[config.mk]
export PLATFORM = sky130hd
export DESIGN_NAME = servant_spi_bus_arbiter
export DESIGN_NICKNAME = d
export VERILOG_FILES = /design/src/rtl/servant_spi_bus_arbiter.sv
export SDC_FILE = /design/constraint.sdc
export NUM_CORES = 1
export LEC_CHECK = 0
export BUFFER_PORTS_ARGS = -buffer_cell sky130_fd_sc_hd__clkbuf_2
export CAP_MARGIN = 5
export CORE_AREA = 5 5 116 173
export DETAILED_ROUTE_END_ITERATION = 6
export DIE_AREA = 0 0 121 178
export GPL_ROUTABILITY_DRIVEN = 0
export PLACE_DENSITY = 0.79
export REMOVE_ABC_BUFFERS = 1
export SYNTH_ARGS = -nofsm -noshare
export SYNTH_HDL_FRONTEND = slang
export SYNTH_SLANG_ARGS = --single-unit
[constraint.sdc]
create_clock -name clock -period 4.5 [get_ports clock]
set_input_delay 0.9 -clock clock [delete_from_list [all_inputs] [get_ports clock]]
set_output_delay 0.9 -clock clock [all_outputs]
set_load 0.05 [all_outputs]
[src/rtl/servant_spi_bus_arbiter.sv]
// Arbitrates the SERV instruction and data Wishbone buses onto the single
// port of the SPI flash/RAM master. Keeps a one-word instruction buffer and
// a watchdog that forces completion when the SPI device never acknowledges.
module servant_spi_bus_arbiter #(
  parameter int unsigned ADDRESS_WIDTH = 24,
  parameter int unsigned TIMEOUT       = 4096
) (
  input  logic                     clock,
  input  logic                     reset,
  input  logic [ADDRESS_WIDTH-3:0] i_wb_adr,
  input  logic                     i_wb_cyc,
  output logic [31:0]              i_wb_rdt,
  output logic                     i_wb_ack,
  input  logic [ADDRESS_WIDTH-3:0] d_wb_adr,
  input  logic [31:0]              d_wb_dat,
  input  logic [3:0]               d_wb_sel,
  input  logic                     d_wb_we,
  input  logic                     d_wb_cyc,
  output logic [31:0]              d_wb_rdt,
  output logic                     d_wb_ack,
  output logic [ADDRESS_WIDTH-3:0] m_address,
  output logic [31:0]              m_wr_data,
  output logic [3:0]               m_wb_sel,
  output logic                     m_wb_we,
  output logic                     m_wb_cyc,
  input  logic [31:0]              m_rd_data,
  input  logic                     m_wb_ack,
  output logic                     timeout_err
);

  localparam int unsigned AW = ADDRESS_WIDTH - 2;
  localparam int unsigned CW = $clog2(TIMEOUT + 1);
  localparam logic [CW-1:0] CntLast = CW'(TIMEOUT - 1);

  typedef enum logic [2:0] {StIdle, StIbus, StDbus, StResp, StHit} state_e;

  state_e          state_q, state_d;
  logic            last_d_q;    // 1: dbus won the most recent tie
  logic            gnt_d_q;     // access being answered belongs to dbus
  logic [CW-1:0]   cnt_q;
  logic [31:0]     resp_q;
  logic            buf_valid_q;
  logic [AW-1:0]   buf_tag_q;
  logic [31:0]     buf_data_q;

  logic i_req, d_req, tie, sel_i, hit, expire;

  // A requester whose ack is high this cycle still shows cyc; it is not a new request.
  assign i_req  = i_wb_cyc && !i_wb_ack;
  assign d_req  = d_wb_cyc && !d_wb_ack;
  assign tie    = i_req && d_req;
  assign sel_i  = tie ? last_d_q : i_req;
  assign hit    = sel_i && buf_valid_q && (buf_tag_q == i_wb_adr);
  // A real ack in the final watchdog cycle takes priority over expiry.
  assign expire = !m_wb_ack && (cnt_q == CntLast);

  // State register.
  always_ff @(posedge clock) begin
    if (reset) state_q <= StIdle;
    else       state_q <= state_d;
  end

  // Next-state logic.
  always_comb begin
    state_d = state_q;
    unique case (state_q)
      StIdle: begin
        if (hit)        state_d = StHit;
        else if (sel_i) state_d = StIbus;
        else if (d_req) state_d = StDbus;
      end
      StIbus, StDbus: begin
        if (m_wb_ack || expire) state_d = StResp;
      end
      StResp, StHit: state_d = StIdle;
      default:       state_d = StIdle;
    endcase
  end

  // Grant latching, downstream handshake, watchdog, buffer and responses.
  always_ff @(posedge clock) begin
    if (reset) begin
      last_d_q    <= 1'b1;
      gnt_d_q     <= 1'b0;
      cnt_q       <= '0;
      resp_q      <= '0;
      buf_valid_q <= 1'b0;
      buf_tag_q   <= '0;
      buf_data_q  <= '0;
      m_address   <= '0;
      m_wr_data   <= '0;
      m_wb_sel    <= '0;
      m_wb_we     <= 1'b0;
      m_wb_cyc    <= 1'b0;
      i_wb_ack    <= 1'b0;
      d_wb_ack    <= 1'b0;
      i_wb_rdt    <= '0;
      d_wb_rdt    <= '0;
      timeout_err <= 1'b0;
    end else begin
      i_wb_ack <= 1'b0;
      d_wb_ack <= 1'b0;
      unique case (state_q)
        StIdle: begin
          if (tie) last_d_q <= !sel_i;
          if (hit) begin
            gnt_d_q <= 1'b0;
          end else if (sel_i) begin
            gnt_d_q   <= 1'b0;
            m_address <= i_wb_adr;
            m_wr_data <= '0;
            m_wb_sel  <= 4'hF;
            m_wb_we   <= 1'b0;
            m_wb_cyc  <= 1'b1;
            cnt_q     <= '0;
          end else if (d_req) begin
            gnt_d_q   <= 1'b1;
            m_address <= d_wb_adr;
            m_wr_data <= d_wb_dat;
            m_wb_sel  <= d_wb_sel;
            m_wb_we   <= d_wb_we;
            m_wb_cyc  <= 1'b1;
            cnt_q     <= '0;
            // Writes to the cached word and status/config accesses drop the buffer.
            if ((d_wb_we && (d_wb_adr == buf_tag_q)) || (d_wb_sel == 4'h0)) begin
              buf_valid_q <= 1'b0;
            end
          end
        end
        StIbus, StDbus: begin
          if (m_wb_ack) begin
            m_wb_cyc <= 1'b0;
            resp_q   <= m_wb_we ? 32'h0 : m_rd_data;
            if (state_q == StIbus) begin
              buf_valid_q <= 1'b1;
              buf_tag_q   <= m_address;
              buf_data_q  <= m_rd_data;
            end
          end else if (expire) begin
            m_wb_cyc    <= 1'b0;
            resp_q      <= 32'hFFFF_FFFF;
            timeout_err <= 1'b1;
          end else begin
            cnt_q <= cnt_q + CW'(1);
          end
        end
        StResp: begin
          if (gnt_d_q) begin
            d_wb_ack <= 1'b1;
            d_wb_rdt <= resp_q;
          end else begin
            i_wb_ack <= 1'b1;
            i_wb_rdt <= resp_q;
          end
        end
        StHit: begin
          i_wb_ack <= 1'b1;
          i_wb_rdt <= buf_data_q;
        end
        default: ;
      endcase
    end
  end

endmodule

After elaboration in Yosys (flattened, before gate mapping)
Cells that the tools add are included.
- bits in registers: 232
- bits of input ports: 118
- word-level logic and storage cells: 119
- bitwise gates (word level): 3
- reduce and logical (&&, ||, !) cells: 34
- multiplexer cells: 43
- equal/unequal tests: 20
- add/sub/neg operators: 1
- operator list (kind ; number):
    2-to-1 mux 32 bit ; 6
    2-to-1 mux 13 bit ; 5
    one-hot mux 32 bit (2 select lines) ; 1
    == test 22 bit ; 2
    2-to-1 mux 22 bit ; 2
    one-hot mux 13 bit (2 select lines) ; 1
    inequality test 2 bit, second input constant ; 10
    2-to-1 mux 1 bit ; 18
    adder 13 x 1 -> 13 bit, second input constant ; 1
    == test 13 x 12 -> 1 bit, second input constant ; 1
    2-to-1 mux 3 bit ; 4
    AND reduction 2 bit ; 6
    AND reduction 3 bit ; 3
    2-to-1 mux 4 bit ; 2
    nonzero test 2 bit ; 4
    logical AND 1 bit ; 7
    AND reduction 7 bit ; 1
    == test 3 x 2 -> 1 bit, second input constant ; 2
    inequality test 3 bit, second input constant ; 2
    one-hot mux 1 bit (2 select lines) ; 3
    one-hot mux 3 bit (2 select lines) ; 1
    AND reduction 5 bit ; 1
    zero test 1 bit ; 4
    zero test 4 bit ; 1
    other kinds (9) ; 13

Longest topological paths before layout
Gate-level depths: netlist (run 1).
- depth after elaboration: 8
- mapped depth: 8
- gate-level depth less buffers: 7

Least setup slack after synthesis (run 1)
OpenSTA, ideal clock, no wires.
- kind: in2reg
- start point: input i_wb_adr[8]
- end point: register m_address[10]
- stages: 7
- setup slack: 2193 ps
- buffers on the path: 1
- library setup time: 146 ps
- arrival: 2161 ps
- required time: 4354 ps
- cell sequence: xnor2_1 > nand4_1 > nor4_4 > a31oi_4 > clkbuf_1 > nor2_1 > a211oi_2
- longest elaborated chain between the ends: 4
- RTL lines (element ; RTL line ; RTL):
    start: declaration ; 10 ; input logic [ADDRESS_WIDTH-3:0] i_wb_adr,
    == test 22 bit ; 53 ; assign hit = sel_i && buf_valid_q && (buf_tag_q == i_wb_adr);
    logical AND 1 bit ; 53 ;
    inverter 1 bit (no source line) ; - ;
    AND reduction 3 bit (no source line) ; - ;
    end signal: assignment ; 110 ; m_address <= i_wb_adr;
    end signal: assignment ; 118 ; m_address <= d_wb_adr;
    end: declaration ; 21 ; output logic [ADDRESS_WIDTH-3:0] m_address,
Every way passes these cells.
A chain may end at the register's enable or synchronous reset.

Worst setup path after layout (run 1)
- start point: register state_q[0]
- end point: register buf_data_q[12]
- longest elaborated chain between the ends: 3
- elaborated cells between the ends (all ways): 4
- RTL lines (element ; RTL line ; RTL):
    start: declaration ; 37 ; state_e state_q, state_d;
    start signal: assignment ; 59 ; if (reset) state_q <= StIdle;
    start signal: assignment ; 60 ; else state_q <= state_d;
    == test 3 x 1 -> 1 bit or == test 3 x 2 -> 1 bit (tied branches) ; 103, 134 ;
    OR reduction 2 bit ; 103 ; unique case (state_q)
    AND reduction 3 bit (no source line) * ; - ;
    end signal: assignment ; 137 ; buf_data_q <= m_rd_data;
    end: declaration ; 44 ; logic [31:0] buf_data_q;
Mark *: on every way between the ends. The rest lies on a longest branch, timed or not.

==> results of run 1 <==
-- registers in the layout, summed over array words and instances, names as in the netlist --
signal,cells
d_wb_rdt,32
buf_valid_q,1
timeout_err,1
state_q,3
m_wb_sel,4
resp_q,32
last_d_q,1
d_wb_ack,1
m_address,22
m_wb_cyc,1
cnt_q,13
buf_tag_q,22
buf_data_q,32
m_wr_data,32
gnt_d_q,1
m_wb_we,1
i_wb_rdt,32
i_wb_ack,1
-- layout make-up --
cell class,instances,area share [%]
Clock inverter,6,0.582
Timing Repair Buffer,257,11.3
Multi-Input combinational cell,814,40.6
Inverter,1,0.0318
Clock buffer,32,5.48
Tap cell,252,2.67
Sequential cell,232,39.3
-- synthesized netlist by cell type, types with 2 or more instances --
| library cell | instances |
|---|---|
| buf_1 | 9 |
| clkbuf_1 | 57 |
| a41oi_1 | 3 |
| nor4_1 | 2 |
| a311oi_1 | 4 |
| and4_1 | 2 |
| a211oi_1 | 68 |
| nand2_1 | 217 |
| dfxtp_1 | 232 |
| o31ai_1 | 2 |
| a21oi_1 | 129 |
| nor3b_1 | 5 |
| and2b_1 | 2 |
| nor2_1 | 104 |
| nor4_4 | 2 |
| nor3_1 | 16 |
| nor2b_1 | 3 |
| buf_4 | 6 |
| xnor2_1 | 38 |
| o21ai_0 | 4 |
| nand4_1 | 12 |
| mux2i_1 | 54 |
| and2_1 | 3 |
| nor3_2 | 3 |
| nand3_1 | 38 |
| buf_2 | 9 |
| nand4_2 | 2 |
| o21bai_1 | 2 |
| or4_1 | 2 |
| nand2b_1 | 36 |
| and3_1 | 3 |
| a21oi_2 | 2 |
| buf_6 | 8 |
| a31o_1 | 2 |
| a211oi_2 | 23 |
| a31oi_1 | 6 |
| xor2_1 | 8 |
-- cells by family after synthesis --
family,count (synthesis),synth area share [%]
and+or+nand+nor,461,21.5
AOI/OAI and AO/OA,252,17.2
muxes,54,5.48
DFF,232,47.1
xor gates and xnor gates,46,4.08
adders and majority gates,1,0.127
buffers and inverters,92,4.51
-- per-layer routing --
metal / vias to the layer above / global-route usage, % / wire length [microns]
li1: 4292 / - / -
met3: 57 / 5.52 / 1990
met2: 298 / 41.4 / 13300
met4: 2 / 6.90 / 653
met1: 4017 / 28.1 / 10300
met5: - / 0 / 11
-- per-stage QoR --
step / setup WS, ns / total power [mW] / instances / util [%] / instance area [sq um]
after floorplan: -0.173 / 3.17 / 1047 / - / 9430
after global placement: 1.62 / 3.50 / 1556 / 60.4 / 11100
after detailed placement: 1.59 / 3.53 / 1556 / 60.4 / 11100
after CTS: 1.98 / 5.36 / 1594 / 64.3 / 11800
after global routing: 1.76 / 5.55 / 1594 / 64.3 / 11800
final: 2.01 / 5.32 / 1594 / 64.3 / 11800
-- tightest hold or removal path, delay by kind of cell (launching register included) --
kind            cells  cell delay [ns]
flops               1             0.31
compound gates      1             0.05
simple gates        1             0.05
-- how the worst min path moves through the flow --
stage                         from             end  slack [ns]  cells after the start
floorplan           buf_data_q[26]  buf_data_q[26]        0.43                      2
global placement      m_wr_data[5]    m_wr_data[5]        0.44                      2
detailed placement   m_wr_data[14]   m_wr_data[14]        0.45                      2
CTS                  m_wr_data[14]   m_wr_data[14]        0.45                      2
global route         buf_data_q[9]   buf_data_q[9]        0.47                      2
finish               m_wr_data[14]   m_wr_data[14]        0.45                      2
-- power breakdown --
part / internal, mW / switching (mW)
sequential: 2.22 / 0.123
combinational: 0.337 / 0.803
clock: 1.06 / 0.784
total: 3.61 / 1.71
==> qor.txt, run 1 <==
clk sinks: 232
final critical-path required period: 2.49 ns
layout cells sized above 1: 25.0%
commonest non-fill, non-tap cell in the layout: clkbuf_2
post-CTS sizing: 0
Hold WS: 0.451 ns
Post-synth EDFFs: 0
hold buffer count at cts: 0
Area growth syn-to-layout: 19.8%
Cell variety after synth: 57
Power Density: 450 nW/um^2
maximum fanout along the worst path: 32
fmax: 402 MHz
Post-Syn Area per Cell: 8.67 sq um
I/O Pins: 245
unrepaired setup endpoints after global routing: no
multi-input logic area: 4800 sq um
crit path DAT: 2.84 ns
r2r worst-path depth: 5
row count: 61
diode count: 0
grt ovf: 0
Synth Instances: 1,138
Synth top area share: 47.1%
Synth warnings: 0
PortBufs: 244
worst-skew pair later-pin latency: 0.51 ns
CP max stage delay: 0.74 ns
reg-to-reg endpoint: buf_data_q[12]
DRC errors left: 0
Slowest-stage cell, CP: nand3b_1
final slew viol count: 0
most frequent cells in the layout: 243 x clkbuf_2, 232 x dfxtp_1, 217 x nand2_1
clk buf depth: 3
#FFs+latches synth: 232
clock-pin slew on the worst setup and hold paths: 0.07 ns
CP top delay family: simple AND/OR/NAND/NOR gates
CP Capture Type: flop
vias in the first global route: 8,400
cell area after synthesis: 9870 sq um
post-route ant nets: 0
final hold vios: 0
sequential share of the synthesized area: 47.1%
min-delay worst type: reg2reg
Synth area leader: dfxtp_1
CP required: 4.85 ns
Synth area leaders: dfxtp_1 47%, nand2_1 8.3%, a21oi_1 6.5%, mux2i_1 5.5%, a211oi_1 5.2%
largest net degree at the start of global routing: 95
Setup Fix Bufs, Post-CTS: 0
Fillers: 1,565
Nets: 1,447
Max VDD drop: 357 uV
Initial Util: 53.6%
First DRT Iteration DRCs: 625
Final HPWL DP: 17.7 mm
Synth Flop Type: dfxtp_1
DR vias: 8,666
core area: 18,400 sq um
CP Cell Sequence: nor2b_1 > nand3b_1 > buf_4 > nand2_1 > a21oi_1
beginning of the critical path: state_q[0]
critical path depth: 5
Buffers & Inverters on Critical Path: 1
register area: 4640 sq um
slack of the worst reg-to-reg path: 2.01 ns
Reg-to-Reg Start: state_q[0]
WL final: 26.3 mm
Leakage: 4.59 nW
TritonCTS Buffers: 22
H-tree lvl count: 1
antenna violations before repair: 2
post-route clock skew: 0.0151 ns
Max Cap Viol: 0
wire per inst: 16.5 microns
startpoint types: flop
Worst Max-Slew Pin Slew: 1.05 ns
gr usage total: 23.4%
Clock Tree Root: clkbuf_16
status: finished, final reports clean
Fin Setup TNS: 0 ns
first-pass GRT wire length: 41.6 mm
Die Span Y: 178 microns
die width: 121 microns
Setup CP Type: reg2reg
Pre-antenna DRT Iters: 5
Critical Path Sink: buf_data_q[12]
routed vias/inst: 5.44
CTS tree: built
Setup violations, final: 0
Tcrit/Tclk final: 55.3%
relative slew slack: 29.9%
DIE AREA: 21,500 sq um
asr flop ratio synth: 0%
Power figures use the tool's default switching activity.
==> inputs of run 2 (changes only) <==
- CORE_AREA: 5 5 116 173 -> 5 5 124 184
- DIE_AREA: 0 0 121 178 -> 0 0 129 189
- PLACE_DENSITY: 0.79 -> 0.73
- clock period: 4.5 -> 2.06 ns (I/O delays scaled with it)
==> qor.txt, run 2 (synthesis results as in run 1) <==
status: finished, final reports clean (unchanged)
PortBufs: 244 (unchanged)
H-tree lvl count: 1 (unchanged)
unrepaired setup endpoints after global routing: no (unchanged)
Fillers: 1,879 (was 1,565)
grt ovf: 0 (unchanged)
crit path DAT: 2.39 ns (was 2.84 ns)
Max Cap Viol: 0 (unchanged)
Area growth syn-to-layout: 26.5% (was 19.8%)
maximum fanout along the worst path: 8 (was 32)
die width: 129 microns (was 121 microns)
I/O Pins: 245 (unchanged)
relative slew slack: 64.4% (was 29.9%)
largest net degree at the start of global routing: 80 (was 95)
Initial Util: 47.0% (was 53.6%)
post-route clock skew: 0.0115 ns (was 0.0151 ns)
core area: 21,000 sq um (was 18,400 sq um)
fmax: 507 MHz (was 402 MHz)
TritonCTS Buffers: 23 (was 22)
hold buffer count at cts: 0 (unchanged)
wire per inst: 17.6 microns (was 16.5 microns)
row count: 65 (was 61)
DIE AREA: 24,400 sq um (was 21,500 sq um)
final slew viol count: 0 (unchanged)
first-pass GRT wire length: 45.1 mm (was 41.6 mm)
CP Capture Type: flop (unchanged)
final critical-path required period: 1.97 ns (was 2.49 ns)
clk sinks: 232 (unchanged)
Clock Tree Root: clkbuf_16 (unchanged)
Nets: 1,489 (was 1,447)
Worst Max-Slew Pin Slew: 0.532 ns (was 1.05 ns)
Tcrit/Tclk final: 95.8% (was 55.3%)
register area: 4650 sq um (was 4640 sq um)
min-delay worst type: in2reg (was reg2reg)
Setup violations, final: 0 (unchanged)
WL final: 29.1 mm (was 26.3 mm)
layout cells sized above 1: 28.5% (was 25.0%)
commonest non-fill, non-tap cell in the layout: clkbuf_2 (unchanged)
Leakage: 4.90 nW (was 4.59 nW)
most frequent cells in the layout: 243 x clkbuf_2, 228 x dfxtp_1, 217 x nand2_1 (was 243 x clkbuf_2, 232 x dfxtp_1, 217 x nand2_1)
routed vias/inst: 5.40 (was 5.44)
clock-pin slew on the worst setup and hold paths: 0.06 ns (was 0.07 ns)
CTS tree: built (unchanged)
DRC errors left: 0 (unchanged)
CP required: 2.48 ns (was 4.85 ns)
Max VDD drop: 832 uV (was 357 uV)
post-route ant nets: 0 (unchanged)
multi-input logic area: 4850 sq um (was 4800 sq um)
Pre-antenna DRT Iters: 4 (was 5)
First DRT Iteration DRCs: 466 (was 625)
DR vias: 8,944 (was 8,666)
area post-placement: 11,500 sq um (was 11,100 sq um)
Final HPWL DP: 19.5 mm (was 17.7 mm)
clk buf depth: 3 (unchanged)
final hold vios: 0 (unchanged)
vias in the first global route: 8,823 (was 8,400)
Power Density: 983 nW/um^2 (was 450 nW/um^2)
Setup CP Type: reg2reg (unchanged)
Die Span Y: 189 microns (was 178 microns)
worst-skew pair later-pin latency: 0.51 ns (about the same)
antenna violations before repair: 2 (unchanged)
Final Util: 59.5% (was 64.3%)
startpoint types: flop (unchanged)
gr usage total: 22.5% (was 23.4%)
fin area: 12,500 sq um (was 11,800 sq um)
==> run 2: critical path, stage by stage (launching register included) <==
cell	delay, ns
dfxtp_4	0.37
ha_4	0.16
nand3_2	0.09
nor4_4	0.40
nor2_2	0.10
nor2_4	0.28
clkbuf_16	0.23
nor2_1	0.04
a211oi_1	0.21
==> run 2: per-stage QoR <==
stage	power, mW	hold slack (ns)	setup TNS, ns	cells	setup WS, ns
CTS	12.3	0.115	0	1647	0.0399
detailed placement	7.88	0.443	-9.12	1605	-0.186
finish	12.3	0.132	0	1656	0.0866
global placement	7.82	0.438	-8.37	1605	-0.155
global route	12.8	0.125	0	1655	0.000944
floorplan	6.91	0.430	-230.54	1047	-2.61
==> run 2: cell type report <==
cell class | count | share of cell area [%]
Timing Repair Buffer | 298 | 14.7
Antenna cell | 1 | 0.0201
Clock inverter | 13 | 1.25
Tap cell | 268 | 2.69
Multi-Input combinational cell | 814 | 38.9
Sequential cell | 232 | 37.3
Clock buffer | 29 | 5.11
Inverter | 1 | 0.0301
==> run 2: timing repair <==
action	4_1_cts	5_1_grt
setup endpoints to repair	33	86
pin swaps	1	6
buffers inserted	0	4
resized for setup	2	13
gates cloned	0	4
==> run 2: path summary, 6_finish.rpt <==
| kind | startpoint | endpoint | slack [ns] | cells past startpoint |
|---|---|---|---|---|
| setup / recovery | cnt_q[0] | resp_q[7] | 0.09 | 8 |
| setup reg to reg | cnt_q[0] | resp_q[7] | 0.09 | 8 |
| hold / removal | d_wb_dat[14] | m_wr_data[14] | 0.13 | 3 |
| hold reg to reg | m_wr_data[12] | m_wr_data[12] | 0.45 | 2 |
==> run 2: routing by layer <==
layer / vias up / global-route usage (%) / share of wire [%]
li1: 4387 / - / -
met2: 321 / 40.5 / 50
met3: 61 / 5.62 / 7.5
met5: - / 0 / 0.089
met1: 4171 / 25.6 / 39
met4: 4 / 7.52 / 3.3
==> run 2: report_power, final <==
group,switching [mW],internal (mW)
clock network,1.79,2.58
registers,0.270,4.85
logic,1.85,0.921
total,3.92,8.35
==> inputs of run 3 (changes only) <==
==> constraint.sdc (replaced) <==
create_clock -name clock -period 2.06 [get_ports clock]
set_input_delay 0.309 -clock clock [delete_from_list [all_inputs] [get_ports clock]]
set_output_delay 0.309 -clock clock [all_outputs]
set_load 0.05 [all_outputs]
==> qor.txt, run 3 (synthesis results as in run 1) <==
status: finished, final reports clean (unchanged)
startpoint types: flop (unchanged)
layout cells sized above 1: 28.1% (was 28.5%)
Power Density: 980 nW/um^2 (was 983 nW/um^2)
Tcrit/Tclk final: 95.5% (was 95.8%)
worst-skew pair later-pin latency: 0.51 ns (about the same)
core area: 21,000 sq um (unchanged)
Max Cap Viol: 0 (unchanged)
slack of the worst reg-to-reg path: 0.09 ns (about the same)
WL final: 28.5 mm (was 29.1 mm)
DIE AREA: 24,400 sq um (unchanged)
Die Span Y: 189 microns (unchanged)
CTS tree: built (unchanged)
routed vias/inst: 5.38 (was 5.40)
vias in the first global route: 8,739 (was 8,823)
clk buf depth: 3 (unchanged)
min-delay worst type: in2reg (unchanged)
I/O Pins: 245 (unchanged)
final hold vios: 0 (unchanged)
Worst Max-Slew Pin Slew: 0.517 ns (was 0.532 ns)
Hold Path Cell Cnt: 3 (unchanged)
multi-input logic area: 4900 sq um (was 4850 sq um)
most frequent cells in the layout: 243 x clkbuf_2, 229 x dfxtp_1, 217 x nand2_1 (was 243 x clkbuf_2, 228 x dfxtp_1, 217 x nand2_1)
Area growth syn-to-layout: 25.6% (was 26.5%)
Final HPWL DP: 19.3 mm (was 19.5 mm)
antenna violations before repair: 2 (unchanged)
Setup CP Type: reg2reg (unchanged)
register area: 4650 sq um (about the same)
r2r worst-path depth: 8 (unchanged)
reg-to-reg endpoint: cnt_q[5] (was resp_q[7])
relative slew slack: 65.5% (was 64.4%)
DR vias: 8,842 (was 8,944)
hold buffer count at cts: 0 (unchanged)
final critical-path required period: 1.97 ns (about the same)
row count: 65 (unchanged)
First DRT Iteration DRCs: 550 (was 466)
Leakage: 4.86 nW (was 4.90 nW)
Hold Path End: m_wr_data[4] (was m_wr_data[14])
TritonCTS Buffers: 23 (unchanged)
post-route clock skew: 0.0119 ns (was 0.0115 ns)
commonest non-fill, non-tap cell in the layout: clkbuf_2 (unchanged)
H-tree lvl count: 1 (unchanged)
PortBufs: 244 (unchanged)
gr usage total: 22.4% (was 22.5%)
Initial Util: 47.0% (unchanged)
maximum fanout along the worst path: 6 (was 8)
hold_sp: d_wb_dat[4] (was d_wb_dat[14])
crit path DAT: 2.40 ns (was 2.39 ns)
Setup violations, final: 0 (unchanged)
Final WS setup: 0.0930 ns (was 0.0866 ns)
Clock Tree Root: clkbuf_16 (unchanged)
clock-pin slew on the worst setup and hold paths: 0.07 ns (was 0.06 ns)
first-pass GRT wire length: 45.1 mm (about the same)
Design Power: 12.2 mW (was 12.3 mW)
Pre-antenna DRT Iters: 5 (was 4)
grt ovf: 0 (unchanged)
pre-CTS setup slack: -0.113 ns (was -0.186 ns)
Max VDD drop: 824 uV (was 832 uV)
fmax: 508 MHz (was 507 MHz)
CP Capture Type: flop (unchanged)
CP required: 2.49 ns (was 2.48 ns)
die width: 129 microns (unchanged)
post-route ant nets: 0 (unchanged)
final slew viol count: 0 (unchanged)
Final Util: 59.1% (was 59.5%)
Reg-to-Reg Start: cnt_q[0] (unchanged)
Fillers: 1,904 (was 1,879)
DRC errors left: 0 (unchanged)
wire per inst: 17.3 microns (was 17.6 microns)
Nets: 1,479 (was 1,489)
largest net degree at the start of global routing: 76 (was 80)
clk sinks: 232 (unchanged)
-- run 3: cell count changes in the layout (fill, tap and decap cells not counted), moves of 2 or more --
cell	previous run	this run
a211oi_1	68	64
a211oi_2	23	27
buf_4	38	30
clkbuf_1	2	4
clkbuf_16	26	24
clkinvlp_4	5	1
xnor2_1	35	33
xnor2_2	3	5
-- run 3: worst max-delay path, stage by stage (launching register included) --
cell and delay [ns]:
dfxtp_2 0.38, ha_4 0.16, nand3_1 0.12, nor4_4 0.45
buf_4 0.18, nor3_1 0.07, a21o_1 0.19, and4_1 0.20
nor3_2 0.14
-- run 3: worst max-delay path by stage --
| stage | start | endpoint | slack (ns) |
|---|---|---|---|
| 2_1_floorplan | state_q[1] | i_wb_rdt[0] | -2.61 |
| 3_3_place_gp | i_wb_adr[15] | m_wr_data[11] | -0.05 |
| 3_5_place_dp | i_wb_adr[10] | m_wr_data[28] | -0.11 |
| 4_1_cts | buf_tag_q[10] | m_wr_data[28] | 0.02 |
| 5_1_grt | cnt_q[0] | cnt_q[5] | -0.04 |
| 6_report | cnt_q[0] | cnt_q[5] | 0.09 |
-- run 3: area by class of cell --
cell class | instances | share of cell area (%)
multi-input cells | 814 | 39.5
flip-flops and latches | 232 | 37.5
repair buffers | 288 | 14.0
clock buffers | 30 | 5.10
well taps | 268 | 2.70
clock inverters | 11 | 1.13
inverters | 1 | 0.0303
diodes | 1 | 0.0202
-- run 3: where the power goes --
| part | internal [mW] | total, mW | switching, mW |
|---|---|---|---|
| Clock | 2.55 | 4.31 | 1.76 |
| Combinational | 0.893 | 2.73 | 1.84 |
| Sequential | 4.85 | 5.12 | 0.267 |
| Total | 8.29 | 12.2 | 3.86 |
-- run 3: repair_timing --
item                       in CTS  in global routing
setup endpoints to repair      39                 84
resized for setup               2                 17
setup buffers                   0                  2
pin swaps                       1                  4
gates cloned                    0                  1
-- run 3: metal layers --
metal	up-vias	track usage, %	wire length (microns)
li1	4370	-	-
met1	4090	25.9	11000
met2	328	40.6	14400
met3	50	5.53	2330
met4	4	6.22	651
met5	-	0	27
-- run 3: per-stage QoR --
stage	hold WS [ns]	instance area [sq um]	TNS [ns]	std cells
final	0.0295	12400	0	1645
after global routing	0.0201	12400	-0.0412	1644
after CTS	0.0177	12300	0	1641
after detailed placement	0.442	11500	-3.03	1600
after global placement	0.438	11500	-1.49	1600
after floorplan	0.371	9430	-230.54	1047
